$ cat config.mk
export PLATFORM = sky130hd
export DESIGN_NAME = logic_sweep_engine
export DESIGN_NICKNAME = d
export VERILOG_FILES = /design/src/rtl/logic_sweep_engine.sv
export SDC_FILE = /design/constraint.sdc
export NUM_CORES = 1
export LEC_CHECK = 0
export ABC_AREA = 1
export CORE_MARGIN = 2
export CORE_UTILIZATION = 50
export CTS_CLUSTER_DIAMETER = 150
export DETAILED_ROUTE_END_ITERATION = 10
export DONT_BUFFER_PORTS = 1
export PLACE_DENSITY = 0.66
export SLEW_MARGIN = 15
export SYNTH_ARGS = -nofsm -noshare
export SYNTH_HDL_FRONTEND = slang
export SYNTH_SLANG_ARGS = --single-unit
$ cat constraint.sdc
create_clock -name clk -period 4.3 [get_ports clk]
set_input_delay 0.86 -clock clk [delete_from_list [all_inputs] [get_ports clk]]
set_output_delay 0.86 -clock clk [all_outputs]
set_load 0.02 [all_outputs]
$ cat src/rtl/logic_sweep_engine.sv
`timescale 1ns/1ps
`default_nettype none
// ============================================================================
// logic_sweep_engine: walks every input vector of N_OUT LUT-defined functions,
// streams vector+results over valid/ready and counts ones per output.
// Revision: 1.0
// ============================================================================
module logic_sweep_engine #(
   parameter int N_IN     = 4,
   parameter int N_OUT    = 3,
   parameter int STEP_GAP = 0
) (
   input  logic                          clk,
   input  logic                          rst_n,
   input  logic                          start,
   input  logic                          abort,
   input  logic [N_OUT*(2**N_IN)-1:0]    lut_cfg,
   output logic                          out_valid,
   input  logic                          out_ready,
   output logic [N_IN-1:0]               out_vec,
   output logic [N_OUT-1:0]              out_res,
   output logic [N_OUT*(N_IN+1)-1:0]     ones_cnt,
   output logic                          busy,
   output logic                          done
);

   localparam int SIZE = 2**N_IN;
   localparam int CW   = N_IN + 1;
   localparam int GW   = 4;
   localparam logic [CW-1:0] LAST     = CW'(SIZE - 1);
   localparam logic [GW-1:0] GAP_LAST = (STEP_GAP > 0) ? GW'(STEP_GAP - 1) : '0;

   typedef enum logic [1:0] {
      S_IDLE = 2'd0,
      S_RUN  = 2'd1,
      S_GAP  = 2'd2,
      S_DONE = 2'd3
   } state_t;

   state_t                 state;
   state_t                 state_nx;
   logic [N_OUT*SIZE-1:0]  lut;
   logic [CW-1:0]          count;
   logic [GW-1:0]          gap_cnt;
   logic                   accept;
   logic                   launch;

   assign accept    = (state == S_RUN) && out_ready;
   assign launch    = (state == S_IDLE) && start;
   assign out_valid = (state == S_RUN);
   assign busy      = (state == S_RUN) || (state == S_GAP);
   assign done      = (state == S_DONE);
   assign out_vec   = count[N_IN-1:0];

   // Results are looked up straight from the latched tables so they follow
   // out_vec and stay stable while the beat is stalled.
   generate
      for (genvar j = 0; j < N_OUT; j++) begin : g_res
         logic [SIZE-1:0] tbl;
         assign tbl        = lut[j*SIZE +: SIZE];
         assign out_res[j] = tbl[out_vec];
      end
   endgenerate

   always_comb begin
      state_nx = state;
      case (state)
         S_IDLE: if (start) state_nx = S_RUN;
         S_RUN: begin
            // Abort wins over completion: an aborted sweep never reports done.
            if (abort)
               state_nx = S_IDLE;
            else if (accept) begin
               if (count == LAST)
                  state_nx = S_DONE;
               else if (STEP_GAP > 0)
                  state_nx = S_GAP;
               else
                  state_nx = S_RUN;
            end
         end
         S_GAP: begin
            if (abort)
               state_nx = S_IDLE;
            else if (gap_cnt == GAP_LAST)
               state_nx = S_RUN;
         end
         S_DONE:  state_nx = S_IDLE;
         default: state_nx = S_IDLE;
      endcase
   end

   always_ff @(posedge clk or negedge rst_n) begin
      if (!rst_n) begin
         state    <= S_IDLE;
         lut      <= '0;
         count    <= '0;
         gap_cnt  <= '0;
         ones_cnt <= '0;
      end else begin
         state <= state_nx;
         if (launch) begin
            lut      <= lut_cfg;
            count    <= '0;
            ones_cnt <= '0;
         end
         if (accept) begin
            if (count != LAST)
               count <= count + CW'(1);
            for (int j = 0; j < N_OUT; j++)
               ones_cnt[j*CW +: CW] <= ones_cnt[j*CW +: CW] + CW'(out_res[j]);
         end
         if (state == S_GAP)
            gap_cnt <= gap_cnt + GW'(1);
         else
            gap_cnt <= '0;
      end
   end

endmodule
`default_nettype wire

== Yosys cells after proc, flatten, opt, wreduce, memory -nomap -nowiden ==
Cells that the tools add are included.
W data, S select, Z words.

* Register bits: 74
* Input bits: 53
* Output and inout port bits: 25
* Logic and storage cells: 45

* $add $sub $neg: 5
* Order comparisons: 1
* Eq/ne operators: 8
* Multiplexer cells: 19
* Reductions and logical operators: 7

{| class="wikitable"
|+ Operator list
! operator !! count
|-
| $mux W15 || 2
|-
| $add A5 B1 Y5 || 3
|-
| $mux W5 || 3
|-
| $bmux W1 S4 || 3
|-
| $mux W2 || 6
|-
| $pmux W2 S4 || 1
|-
| $add A5 B1 Y5 const B || 1
|-
| $eq A5 B4 Y1 const B || 1
|-
| $lt A4 B5 Y1 const B || 1
|-
| $ne A5 B4 Y1 const B || 1
|-
| $add A4 B1 Y4 const B || 1
|-
| $eq A2 B2 Y1 const B || 2
|-
| $logic_not A4 Y1 || 1
|-
| $mux W4 || 1
|-
| $mux W1 || 3
|-
| $ne A3 B2 Y1 const B || 1
|-
| $ne A3 B3 Y1 const B || 1
|-
| $reduce_and A3 Y1 || 1
|-
| $eq A2 B1 Y1 const B || 1
|-
| $logic_and A1 B1 Y1 || 2
|-
| $logic_not A2 Y1 || 1
|-
| $ne A2 B2 Y1 const B || 1
|-
| $reduce_bool A2 Y1 || 1
|-
| $logic_or A1 B1 Y1 || 1
|}

== Depth between registers and ports, before layout ==
Gate-level depths: netlist (run 1).

* Depth after elaboration: 5
* Depth in mapped cells: 14

== Worst setup path after synthesis (run 1) ==
Ideal clock, no wire load.

* Path type: register -> output
* Start point: register count[1]
* End point: output out_res[0]
* Arrival: 1.122 ns
* Data required time: 3.440 ns
* Path slack: 2.318 ns
* Stages on the path, launching flop included: 8
* Cell sequence: dfrtp_1 > buf_4 > buf_2 > nor2_1 > nand2_1 > nand3_1 > nand3_1 > nand2_1

* Cells in the longest elaborated chain, start to end: 2

{| class="wikitable"
|+ Ends and longest elaborated chain
! what !! RTL line !! source
|-
| start: declaration || 43 || <nowiki>logic [CW-1:0] count;</nowiki>
|-
| start signal: assignment || 109 || <nowiki>count <= count + CW'(1);</nowiki>
|-
| $bmux W1 S4 || 61 || <nowiki>assign out_res[j] = tbl[out_vec];</nowiki>
|-
| $mux W1 (not written as such) || 61 ||
|-
| end: declaration || 21 || <nowiki>output logic [N_OUT-1:0] out_res,</nowiki>
|}

No other way between the ends. The select of a mux whose other input is x is not followed.

== Worst setup path after layout (run 1) ==
* Start point: register count[1]
* End point: output out_res[2]

The elaborated chain is that of the path after synthesis.

==> results_dict.tcl, run 1 <==
set metrics [dict create \
    numPlacedInstances 542 \
    finalWirelength_um 7690 \
    critPathMostFrequentCell "sky130_fd_sc_hd__nand2_1" \
    antenna_found_initial 0 \
    gp_congestion 0.822 \
    cts_resized 0 \
    slew_viol_final 0 \
    powerDensity_nw_per_um2 690 \
    htree_num_levels 3 \
    pin_count_of_the_biggest_net_entering_global_routing 104 \
    tightestPinTransition_ns 0.990 \
    fmaxAchievable_ghz 0.338 \
    setup_repair_after_global_routing_missed_its_margin "false" \
    overflow 0 \
    final_cell_count_no_fill 558 \
    final_common_cell "sky130_fd_sc_hd__nand2_1" \
    drt_drc_violations_left 0 \
    ys_seq_elements 74 \
    number_of_global_route_vias_before_repair 2838 \
    syn_area_um2 3740 \
    worst-path-max-fanout 19 \
    ctsRootBufferMaster "sky130_fd_sc_hd__clkbuf_8" \
    grt_use_total_pct 20.5 \
    layout_min_cycle_time_ns 2.96 \
    port_buffers 0 \
    postSynthCellCount 467 \
    yosysWarningCount 0 \
    critical_path.startpoint_type "register" \
    die-area_um2 8190 \
    cts_setup_buffers 0 \
    wire_length_of_the_first_global_routing_pass_um 13300 \
    io-pin-count 78 \
    drive_above_1_share_pct 4.79 \
    fp.dieW_um 90.5 \
    mostFrequentLayoutCells "94 x sky130_fd_sc_hd__nand2_1, 74 x sky130_fd_sc_hd__dfrtp_1, 63 x sky130_fd_sc_hd__inv_1, 63 x sky130_fd_sc_hd__nor2_1, 52 x sky130_fd_sc_hd__a21oi_1" \
    cts.reportedPaths.clkPinSlew_ns 0.08 \
    routed-via-count 2814 \
    cts_tree "built" \
    number_of_clock_buffers_inserted_by_tritoncts 9 \
    max-cap-violations 0 \
    core.rowCount 31 \
    clock-skew-final_ns 0.0137 \
    final_util_pct 54.0 \
    crit_path_top_delay_cell "sky130_fd_sc_hd__dfrtp_1" \
    critPathRequiredTime_ns 3.44 \
    clock_tree.buffer_depth 2 \
    critical_path_class "reg2out" \
    antenna_left 0 \
    synth_nets 534 \
    leakage_uw 0.00202 \
    totalNegativeSetupSlack_ns 0 \
    finalSetupViolCount 0 \
    drt_first_iter_violations 195 \
    netlist-cell-type-count 23 \
    cts.hold.buffers_added 0 \
    antenna_cells 0 \
    drt-vias-per-instance 5.04 \
    detailed_place_hpwl_um 5080 \
    clock_insertion_delay_worst_skew_ns 0.36 \
    postSynthAreaPerCell_um2 8.01 \
    numClockSinks 74 \
    min-delay-path-class "in2async" \
    post-route-period-util_pct 68.9 \
    arrival_ns 2.10 \
    timing.slew.headroom_pct 34.0 \
    dieHeight_um 90.5 \
    fp.coreArea_um2 7250 \
    post_drt_wl_per_cell_um 13.8 \
    layout-area-overhead-vs-synth_pct 4.61 \
    crit_path_max_incr_delay_ns 0.90 \
    layout.nets 521 \
    start_util_pct 51.6 \
    synth-seq-area-share_pct 49.5 \
    crit_chain "inv_2, nand3_1, nand2_1, nand2_1, nand2_1, inv_1, nand2_1" \
    detailedRoute.firstPassIterationCount 4 \
    run_status "completed" \
    worst_ir_drop_vdd_mv 0.312 \
    fin_hold_viols 0 \
    cp-end-kind "output pin" \
]
==> synthesized netlist by cell type <==
cell                       count  area [µm²]
sky130_fd_sc_hd__nand4_1       3        18.8
sky130_fd_sc_hd__nand3_1      50         250
sky130_fd_sc_hd__buf_4        10        75.1
sky130_fd_sc_hd__mux2_1        3        33.8
sky130_fd_sc_hd__xor2_1        2        17.5
sky130_fd_sc_hd__inv_2         2        7.51
sky130_fd_sc_hd__nor2_4        1        11.3
sky130_fd_sc_hd__a21oi_1      52         260
sky130_fd_sc_hd__inv_1        63         236
sky130_fd_sc_hd__buf_2         8        40.0
sky130_fd_sc_hd__dfrtp_1      74        1850
sky130_fd_sc_hd__buf_1         1        3.75
sky130_fd_sc_hd__nand2_2       2        12.5
sky130_fd_sc_hd__o22ai_1       1        6.26
sky130_fd_sc_hd__ha_1         14         175
sky130_fd_sc_hd__buf_6         4        45.0
sky130_fd_sc_hd__nand2_1      95         357
sky130_fd_sc_hd__o21ai_0       8        40.0
sky130_fd_sc_hd__nor3_1        2        10.0
sky130_fd_sc_hd__nor2_1       63         236
sky130_fd_sc_hd__clkbuf_1      2        7.51
sky130_fd_sc_hd__o21ai_1       4        20.0
sky130_fd_sc_hd__xnor2_1       3        26.3
==> per-stage QoR <==
stage | total power (µW) | hold slack [ns] | worst slack (ns) | cell area, µm²
final | 2700 | 0.190 | 1.34 | 3920
after global placement | 2120 | 0.473 | 1.80 | 3710
after detailed placement | 2160 | 0.474 | 1.73 | 3710
after floorplan | 2000 | 0.452 | 2.32 | 3740
after global routing | 2950 | 0.162 | 1.19 | 3920
after CTS | 2730 | 0.172 | 1.34 | 3920
==> path summary, 6_finish.rpt <==
path,start,end,slack (ns),depth (start not counted)
worst max-delay path,count[1],out_res[2],1.34,7
worst max register to register,count[1],ones_cnt[12],1.71,12
max in group asynchronous,rst_n,lut[6],4.00,0
worst min-delay path,rst_n,ones_cnt[2],0.19,0
min in group clk,gap_cnt[0],gap_cnt[0],0.48,1
worst min register to register,gap_cnt[0],gap_cnt[0],0.48,1
==> sequential cells by signal (all words and copies together), names as in the netlist <==
name	cells
ones_cnt	15
lut	48
count	5
gap_cnt	4
state	2
==> where the power goes <==
group          switching, µW  internal, µW  leakage, µW  total (µW)
registers                170           949     0.000879        1120
clock network            265           299    0.0000986         564
logic                    694           327      0.00104        1020
total                   1130          1570      0.00202        2700
==> worst max-delay path: cells and delay by family (launching register included) <==
family	cells	cell delay, ns
simple gates	5	0.54
flops	1	0.90
buf+inv	2	0.29
==> layout make-up <==
type                            count  area, µm²
Tap cell                           99        124
Sequential cell                    74       1850
Clock inverter                      4       50.0
Clock buffer                       12        155
Fill cell                         710       3340
Multi-Input combinational cell    303       1480
Timing Repair Buffer                1       7.51
Inverter                           65        244
==> kinds of logic after synthesis <==
group / Yosys count / synth area share, %
AOI/OAI and AO/OA: 65 / 8.73
muxes: 3 / 0.903
adders and majority gates: 14 / 4.68
buffers and inverters: 90 / 11.1
xor gates and xnor gates: 5 / 1.17
and+or+nand+nor: 216 / 23.9
DFF: 74 / 49.5
==> routing by layer <==
metal | vias up | track usage, % | share of wire [%]
met5 | - | 0 | 0
met3 | 13 | 6.09 | 5.1
li1 | 1433 | - | -
met2 | 61 | 31.8 | 46
met4 | 0 | 8.08 | 1.8
met1 | 1307 | 26.9 | 47
Power figures use the tool's default switching activity.
==> run 2, diff against run 1 <==
Settings changed: PLACE_DENSITY 0.66 to 0.69.
Clock period 4.3 ns to 2.4 ns, I/O delays scaled along.
==> results_dict.tcl, run 2 (synthesis results as in run 1) <==
set metrics [dict create \
    run_status "completed" \
    finalSetupViolCount 0 \
    worst_ir_drop_vdd_mv 0.674 \
    gp_congestion 0.869 \
    largest_register_ffs 48 \
    numClockSinks 74 \
    cts.reportedPaths.clkPinSlew_ns 0.08 \
    internal_power_uw 3050 \
    powerDensity_nw_per_um2 1260 \
    clock_tree.buffer_depth 2 \
    comb_power_share_pct 40.9 \
    critical_path.startpoint_type "register" \
    power.share.sequential_pct 38.2 \
    post-route-period-util_pct 86.8 \
    ctsRootBufferMaster "sky130_fd_sc_hd__clkbuf_8" \
    layout_min_cycle_time_ns 2.08 \
    clkPwrFrac_pct 20.9 \
    swShare_pct 40.3 \
    worst_r2r_endpoint "count[2]" \
    regMostFlops "lut" \
    fp.dieW_um 90.5 \
    timing.slew.headroom_pct 58.8 \
    drt_first_iter_violations 157 \
    post_drt_wl_per_cell_um 13.5 \
    setup_repair_after_global_routing_missed_its_margin "false" \
    dieHeight_um 90.5 \
    tightestPinTransition_ns 0.618 \
    number_of_clock_buffers_inserted_by_tritoncts 9 \
    core.rowCount 31 \
    cts_resized 0 \
    start_util_pct 51.6 \
    cts_tree "built" \
    clock-skew-final_ns 0.0121 \
    detailed_place_hpwl_um 5440 \
    pin_count_of_the_biggest_net_entering_global_routing 75 \
    totalNegativeSetupSlack_ns 0 \
    cp-end-kind "output pin" \
    drt_drc_violations_left 0 \
    htree_num_levels 3 \
    port_buffers 0 \
    min-delay-path-class "in2async" \
    final_cell_count_no_fill 572 \
    final_util_pct 56.1 \
    die-area_um2 8190 \
    ff2ff_path_depth 7 \
    routed-via-count 2906 \
    drt-vias-per-instance 5.08 \
    power_switching_uw 2060 \
    largestRegisters "lut (48), ones_cnt (15), count (5)" \
    detailedRoute.firstPassIterationCount 5 \
    leakage_uw 0.00211 \
    arrival_ns 1.60 \
    fin_hold_viols 0 \
    reg2reg_slack_ns 0.48 \
    number_of_global_route_vias_before_repair 2937 \
    final_common_cell "sky130_fd_sc_hd__nand2_1" \
    wire_length_of_the_first_global_routing_pass_um 13700 \
    fp.coreArea_um2 7250 \
    antenna_found_initial 0 \
    grt_use_total_pct 20.6 \
    finalWirelength_um 7720 \
    cts.hold.buffers_added 1 \
    layout-area-overhead-vs-synth_pct 8.66 \
    max-cap-violations 0 \
    layout.nets 535 \
    rr_startpoint "state[1]" \
    slew_viol_final 0 \
    cts_setup_buffers 0 \
    critPathRequiredTime_ns 1.92 \
    critical_path_class "reg2out" \
    fmaxAchievable_ghz 0.480 \
    numPlacedInstances 555 \
    clock_insertion_delay_worst_skew_ns 0.35 \
    antenna_left 0 \
    worst-path-max-fanout 13 \
    overflow 0 \
    antenna_cells 0 \
    mostFrequentLayoutCells "94 x sky130_fd_sc_hd__nand2_1, 74 x sky130_fd_sc_hd__dfrtp_1, 63 x sky130_fd_sc_hd__inv_1, 63 x sky130_fd_sc_hd__nor2_1, 52 x sky130_fd_sc_hd__a21oi_1" \
    drive_above_1_share_pct 7.61 \
    io-pin-count 78 \
]
==> run 2: cell types whose count changed in the layout (fill, tap and decap cells not counted), sizes merged <==
cell,change
buf,+14
clkinvlp,-1
bufinv,+1
clkbuf,-1
clkinv,+1
==> run 2: worst max-delay path by stage <==
stage	startpoint	endpoint	slack, ns
after floorplan	count[1]	ones_cnt[14]	0.52
after global placement	count[0]	ones_cnt[7]	0.54
after detailed placement	state[1]	count[2]	0.48
after CTS	count[0]	out_res[1]	0.30
after global routing	count[0]	out_res[1]	0.16
final	count[0]	out_res[1]	0.32
==> run 2: cell type report <==
cell class	instances	area (µm²)
Fill cell	664	3190
Sequential cell	74	1850
Multi-Input combinational cell	303	1480
Inverter	65	244
Timing Repair Buffer	15	145
Clock buffer	11	141
Tap cell	99	124
Clock inverter	5	77.6
==> run 2: power groups by stage <==
stage                     Combinational [µW]  Sequential, µW  Clock [µW]
after global placement                  2020            1970           0
after detailed placement                2060            1980           0
final                                   2090            1960        1070
after CTS                               2100            1960        1090
after floorplan                         1660            1920           0
after global routing                    2420            2010        1150
==> run 2: worst max-delay path, cell delays in order (launching register included) <==
cell and delay (ns):
sky130_fd_sc_hd__dfrtp_1 0.39, sky130_fd_sc_hd__inv_1 0.08, sky130_fd_sc_hd__buf_4 0.18, sky130_fd_sc_hd__nand2_1 0.07, sky130_fd_sc_hd__nand3_1 0.06, sky130_fd_sc_hd__nand2_1 0.06
sky130_fd_sc_hd__nand2_1 0.05, sky130_fd_sc_hd__nand2_1 0.05, sky130_fd_sc_hd__inv_1 0.04, sky130_fd_sc_hd__nand2_1 0.09, sky130_fd_sc_hd__buf_4 0.17
==> run 2: per-layer routing <==
layer	part of all wire [%]	global-route usage (%)
met1	44	28.1
met2	47	32.1
met3	6.5	4.26
met4	2.3	8.59
met5	0	0
==> run 2: through the flow <==
step	hold slack, ns	power, µW	cell area [µm²]	setup slack [ns]
floorplan	0.184	3570	3740	0.516
detailed placement	0.186	4050	3820	0.477
global route	0.0424	5580	4070	0.158
global placement	0.186	3990	3820	0.537
finish	0.0129	5120	4070	0.317
CTS	0.0263	5160	4070	0.295
